## src/rtl/hp_pkg.sv

```systemverilog
// Purpose: shared state encoding, HP code constants and thresholds for the HP drain block and bar lookup.
// Latency: n/a (declarations and a pure combinational helper only).
// Backpressure: n/a.
package hp_pkg;

    typedef enum logic [1:0] {
        IDLE  = 2'd0,
        DRAIN = 2'd1,
        FAINT = 2'd2
    } hp_state_t;

    // Codes decoded by the bar-width lookup; FULL is deliberately 0 so a
    // cleared register reads as a full bar.
    localparam logic [7:0] HP_CODE_FULL = 8'h00;
    localparam logic [7:0] HP_CODE_MID  = 8'h53;
    localparam logic [7:0] HP_CODE_LOW  = 8'h35;
    localparam logic [7:0] HP_CODE_MIN  = 8'h07;

    // Lower bound (inclusive) of each code band.
    localparam logic [5:0] HP_THR_FULL = 6'd48;
    localparam logic [5:0] HP_THR_MID  = 6'd24;
    localparam logic [5:0] HP_THR_LOW  = 6'd12;

    function automatic logic [7:0] hp_to_code(input logic [5:0] hp);
        if (hp >= HP_THR_FULL)     return HP_CODE_FULL;
        else if (hp >= HP_THR_MID) return HP_CODE_MID;
        else if (hp >= HP_THR_LOW) return HP_CODE_LOW;
        else                       return HP_CODE_MIN;
    endfunction

endpackage

```

## src/rtl/hp_code_map.sv

```systemverilog
// Purpose: registers the bar-lookup HP code and the fainted flag from the current HP.
// Latency: 1 cycle from i_hp to o_hp_code / o_fainted.
// Backpressure: none; updates every cycle.
// Ports: i_clk, i_reset (sync, active-high), i_hp (6b) in; o_hp_code (8b), o_fainted out.
module hp_code_map
    import hp_pkg::*;
(
    input  logic       i_clk,
    input  logic       i_reset,
    input  logic [5:0] i_hp,
    output logic [7:0] o_hp_code,
    output logic       o_fainted
);

    logic [7:0] r_hp_code;
    logic       r_fainted;

    always_ff @(posedge i_clk) begin
        if (i_reset) begin
            r_hp_code <= HP_CODE_FULL;
            r_fainted <= 1'b0;
        end else begin
            r_hp_code <= hp_to_code(i_hp);
            r_fainted <= (i_hp == 6'd0);
        end
    end

    assign o_hp_code = r_hp_code;
    assign o_fainted = r_fainted;

endmodule

```

## src/rtl/hp_drain_encoder.sv

```systemverilog
// Purpose: holds HP, accepts damage/restore, drains HP one point per DRAIN_DIV cycles, emits bar code.
// Latency: first decrement DRAIN_DIV+1 cycles after accept; d-point drain done d*DRAIN_DIV+1 cycles after accept.
// Backpressure: o_hit_ready low outside IDLE or while restore is asserted; unaccepted hits are dropped.
// Ports: i_clk, i_reset (sync, active-high), i_hit_valid, i_hit_dmg (6b), i_restore in;
//        o_hit_ready (comb), o_hp (6b), o_hp_code (8b), o_drain_done, o_fainted out.
module hp_drain_encoder
    import hp_pkg::*;
#(
    parameter int HP_MAX    = 63,
    parameter int DRAIN_DIV = 4
) (
    input  logic       i_clk,
    input  logic       i_reset,
    input  logic       i_hit_valid,
    input  logic [5:0] i_hit_dmg,
    output logic       o_hit_ready,
    input  logic       i_restore,
    output logic [5:0] o_hp,
    output logic [7:0] o_hp_code,
    output logic       o_drain_done,
    output logic       o_fainted
);

    localparam logic [5:0] HP_MAX_V = 6'(HP_MAX);
    localparam logic [7:0] DIV_LAST = 8'(DRAIN_DIV - 1);

    hp_state_t  r_state;
    logic [5:0] r_hp;
    logic [5:0] r_target;
    logic [7:0] r_div;
    logic       r_drain_done;

    hp_state_t  w_state_nxt;
    logic [5:0] w_hp_nxt;
    logic [5:0] w_target_nxt;
    logic [7:0] w_div_nxt;
    logic       w_done_nxt;
    logic [5:0] w_hp_dec;
    logic [5:0] w_hit_target;

    assign w_hp_dec = r_hp - 6'd1;

    // Widened compare so a hit larger than current HP clamps to 0 instead of wrapping.
    assign w_hit_target = ({1'b0, r_hp} > {1'b0, i_hit_dmg}) ? (r_hp - i_hit_dmg) : 6'd0;

    assign o_hit_ready = (r_state == IDLE) && !i_restore;

    always_comb begin
        w_state_nxt  = r_state;
        w_hp_nxt     = r_hp;
        w_target_nxt = r_target;
        w_div_nxt    = r_div;
        w_done_nxt   = 1'b0;

        if (i_restore) begin
            // Restore overrides everything, including an in-flight drain, and never signals done.
            w_state_nxt = IDLE;
            w_hp_nxt    = HP_MAX_V;
            w_div_nxt   = 8'd0;
        end else begin
            case (r_state)
                IDLE: begin
                    if (i_hit_valid) begin
                        w_target_nxt = w_hit_target;
                        w_div_nxt    = 8'd0;
                        w_state_nxt  = DRAIN;
                    end
                end
                DRAIN: begin
                    if (r_hp == r_target) begin
                        // Only reachable on a zero-damage hit: finish without decrementing.
                        w_done_nxt  = 1'b1;
                        w_state_nxt = (r_target == 6'd0) ? FAINT : IDLE;
                    end else if (r_div == DIV_LAST) begin
                        w_div_nxt = 8'd0;
                        w_hp_nxt  = w_hp_dec;
                        // Exit on the same edge as the final decrement so done aligns with the last hp value.
                        if (w_hp_dec == r_target) begin
                            w_done_nxt  = 1'b1;
                            w_state_nxt = (r_target == 6'd0) ? FAINT : IDLE;
                        end
                    end else begin
                        w_div_nxt = r_div + 8'd1;
                    end
                end
                FAINT: begin
                    w_state_nxt = FAINT;
                end
                default: begin
                    w_state_nxt = IDLE;
                end
            endcase
        end
    end

    always_ff @(posedge i_clk) begin
        if (i_reset) begin
            r_state      <= IDLE;
            r_hp         <= HP_MAX_V;
            r_target     <= HP_MAX_V;
            r_div        <= 8'd0;
            r_drain_done <= 1'b0;
        end else begin
            r_state      <= w_state_nxt;
            r_hp         <= w_hp_nxt;
            r_target     <= w_target_nxt;
            r_div        <= w_div_nxt;
            r_drain_done <= w_done_nxt;
        end
    end

    hp_code_map u_code_map (
        .i_clk     (i_clk),
        .i_reset   (i_reset),
        .i_hp      (r_hp),
        .o_hp_code (o_hp_code),
        .o_fainted (o_fainted)
    );

    assign o_hp         = r_hp;
    assign o_drain_done = r_drain_done;

endmodule

```

## config.mk

```make
export PLATFORM = sky130hd
export DESIGN_NAME = hp_drain_encoder
export DESIGN_NICKNAME = d
export VERILOG_FILES = /design/src/rtl/hp_pkg.sv /design/src/rtl/hp_code_map.sv /design/src/rtl/hp_drain_encoder.sv
export SDC_FILE = /design/constraint.sdc
export NUM_CORES = 1
export LEC_CHECK = 0
export BUFFER_PORTS_ARGS = -buffer_cell sky130_fd_sc_hd__buf_2
export CORE_MARGIN = 10
export CORE_UTILIZATION = 35
export CTS_CLUSTER_DIAMETER = 60
export CTS_CLUSTER_SIZE = 16
export DETAILED_ROUTE_END_ITERATION = 10
export SETUP_SLACK_MARGIN = 0.1
export SYNTH_ARGS = -nofsm -noshare
export SYNTH_HDL_FRONTEND = slang
export SYNTH_SLANG_ARGS = --single-unit
```

## constraint.sdc

```tcl
create_clock -name i_clk -period 4.23 [get_ports i_clk]
set_clock_uncertainty 0.1 [all_clocks]
set_input_delay 0.846 -clock i_clk [delete_from_list [all_inputs] [get_ports i_clk]]
set_output_delay 0.846 -clock i_clk [all_outputs]
set_load 0.01 [all_outputs]
```

==> reports/results.env <==
OUTCOME='completed'
STARTPOINT_TYPE='input pin'
VIASPERCELL=5.03
DRT_FIRST_ITER_VIOLATIONS=54
GROUTE.USAGE.OVERALL_PCT=10.1
POST_CTS_RESIZED=0
CP-END-KIND='register'
MASTER_OF_THE_SLOWEST_INSTANCE_ON_THE_CRITICAL_PATH='fa_1'
HIGHEST_NET_FANOUT_ALONG_THE_WORST_PATH=3
DETAIL_PLACEMENT_HPWL_UM=3120
DRT_PRE_ANTENNA_ITERS=4
PWR_DENSITY_CELL_nW_PER_UM2=283
REGISTER_AREA_UM2=601
CTS_BUF_COUNT=5
POSTSYNTHCELLCOUNT=211
ROW_COUNT=26
MAX_STAGE_DELAY_PS=420
ANTENNA_LEFT=0
POSTSYNTH.ASYNCRESETSHARE_PCT=0
MAXCAPVIOLCOUNT=0
FLOORPLAN.IO_PINS=27
DIE-HEIGHT_UM=92.1
MULTI_INPUT_COMB_AREA_UM2=1120
IO_BUFFERS=24
DRIVE_ABOVE_1_SHARE_PCT=19.8
DIE_WIDTH_UM=92.1
FIN_CRIT_PS=2380
RSZ_0062_RAISED_AFTER_GLOBAL_ROUTING='no'
WORSTSETUPPATHTYPE='input pin to register'
PLACE.DETAILED.INSTANCES=295
SYN-CELL-AREA_UM2=1820
REQUIRED_PS=4300
FULL_DIE_AREA_UM2=8480
FINAL_NETS=251
NUMBER_OF_REMAINING_DRC_ERRORS=0
START_UTIL_PCT=35.8
CTS_ROOT_BUFFER='clkbuf_8'
SYNTH_TOP_CELL_BY_AREA='dfxtp_1'
FILLER_CELL_COUNT=550
SETUP_TOTAL_NEGATIVE_SLACK_PS=0
INSTANCES_NO_FILL=302
TOTAL_GRT_OVERFLOW=0
EDFF_COUNT_SYNTH=0
YS_FF_LATCH=30
N_ANTENNA_CELL=0
WORST-SLEW-PIN-TRANSITION_PS=618
CORE-AREA_UM2=5070
FIN_MAX_SLEW_VIOS=0
YS_TOP_CELLS_BY_AREA='dfxtp_1 33%, ha_1 5.5%, xnor2_1 4.8%, a21oi_1 4.4%, nor2_1 3.3%'
CTS.SINKS=30
AVGROUTEDWIREPERCELL_UM=13.5
SYN_AREA_PER_CELL_UM2=8.62
SYNTHMOSTINSTANTIATEDCELL='dfxtp_1'
SYNTH_WARN=0
MAX_CLOCK_FREQ_MHz=420
ROUTED_WL_UM=4080
TIMING.SLEW.HEADROOM_PCT=58.7
CELLLEAKAGEPOWER_nW=0.821
POST-ROUTE-PERIOD-UTIL_PCT=56.3
FF2FF_SETUP_SLACK_PS=1990
SYNTH_COMMON_CELLS='30 x dfxtp_1, 16 x a21oi_1, 16 x nor2_1'
SYNTH_SEQ_AREA_SHARE_PCT=33.0
SETUP_VIOL=0
YS.FLOP_TYPE='dfxtp_1'
ANTENNA_FOUND_INITIAL=0
PLACER_CONGESTION=0.744
NUM_VIAS=1518
SYNTHDOMINANTCELLAREASHARE_PCT=33.0
HOLD_PATH_CLASS='register to register'
CTS-HTREE-LEVELS=2
GRT_PASS1_VIAS=1491
PATH_CELLS='buf_2 -> ha_1 -> inv_1 -> fa_1 -> a211oi_1 -> o21bai_1 -> a21oi_1 -> nor3_1 -> a221o_1'
POSTCTSSETUPBUFFERS=0
SYNTH_CELL_TYPES=56
CRITPATHARRIVALTIME_PS=2450
CLKLATENCYLATEPIN_PS=280
GRT_FIRST_PASS_WIRELENGTH_UM=7050
CTS_HOLD_BUFFERS=0
CLK_TRANSITION_REPORTED_PATHS_PS=60
AREA_GROWTH_SYN_TO_LAYOUT_PCT=12.6
POST-ROUTE-UTIL_PCT=40.3
MAX-CLOCK-PATH-BUFFERS=2
WORST_IR_DROP_VDD_mV=0.110
TRITONCTS='built'
HOLD_VIOLATIONS=0
GRT_MAX_DEGREE=15
## critical path: cells and delay by family
family	cells	cell delay, ps
AOI/OAI and AO/OA	4	810
adders and majority gates	2	580
buffers and inverters	2	130
and+or+nand+nor	1	90
## routing by layer
layer  GRT usage (%)  up-vias  routed length (µm)
met4            3.86        0                  40
met1            11.9      699                1990
met5               0        -                   0
met3            3.42        4                 163
met2            16.5       21                1890
li1                -      794                   -
## worst paths after layout
path | start | cells past startpoint | to
hold / removal | r_div[1] | 2 | r_div[1]
hold reg to reg | r_div[1] | 2 | r_div[1]
setup / recovery | i_hit_dmg[0] | 9 | r_target[1]
setup reg to reg | o_hp[0] | 9 | r_target[1]
## power by group
| group | internal (mW) | switching [mW] |
|---|---|---|
| Sequential | 0.288 | 0.00628 |
| Combinational | 0.0276 | 0.0422 |
| Clock | 0.110 | 0.105 |
| Total | 0.425 | 0.153 |
## cell families (layout without fill, tap and decap cells)
family,Yosys count,count (layout),synth area share (%)
xor gates and xnor gates,15,15,7.64
buffers and inverters,22,42,5.64
other,1,2,0.206
muxes,4,4,2.34
AOI/OAI and AO/OA,60,60,22.4
adders and majority gates,9,9,6.61
and+or+nand+nor,70,70,22.1
DFF,30,30,33.0
## flip-flops by register name, summed over array words and instances, names as in the netlist
register              flops
r_div                     8
o_hp                      6
r_target                  6
u_code_map.o_hp_code      6
r_state                   2
o_drain_done              1
u_code_map.o_fainted      1
## metrics by stage
stage	hold WS [ps]	instance area, µm²	setup WS, ps	power [mW]
2_1_floorplan	344	1820	1760	0.354
5_1_grt	412	2050	1730	0.610
4_1_cts	376	2050	1850	0.587
6_report	377	2050	1850	0.578
3_3_place_gp	364	1970	1590	0.370
3_5_place_dp	368	1970	1560	0.370
## layout make-up
type                            instances  area share (%)
Timing Repair Buffer                   24            5.87
Clock inverter                          2           0.489
Tap cell                               70            4.28
Sequential cell                        30            29.3
Multi-Input combinational cell        160            54.6
Clock buffer                            5            3.36
Inverter                               11            2.02
## cells in the final DEF (no fill, tap or decap), types with 3 or more instances in the layout
cell type / count
dfxtp_1: 30
buf_2: 24
a21oi_1: 16
nor2_1: 16
nand2_1: 14
inv_1: 11
o21ai_0: 10
xnor2_1: 10
ha_1: 8
nor3_1: 5
nand3_1: 5
clkbuf_8: 5
or3_1: 4
xor2_1: 4
or3b_1: 4
o21a_1: 4
a211oi_1: 3
and3_1: 3
o31ai_1: 3
Note: power is estimated with default switching activity, not from simulation.
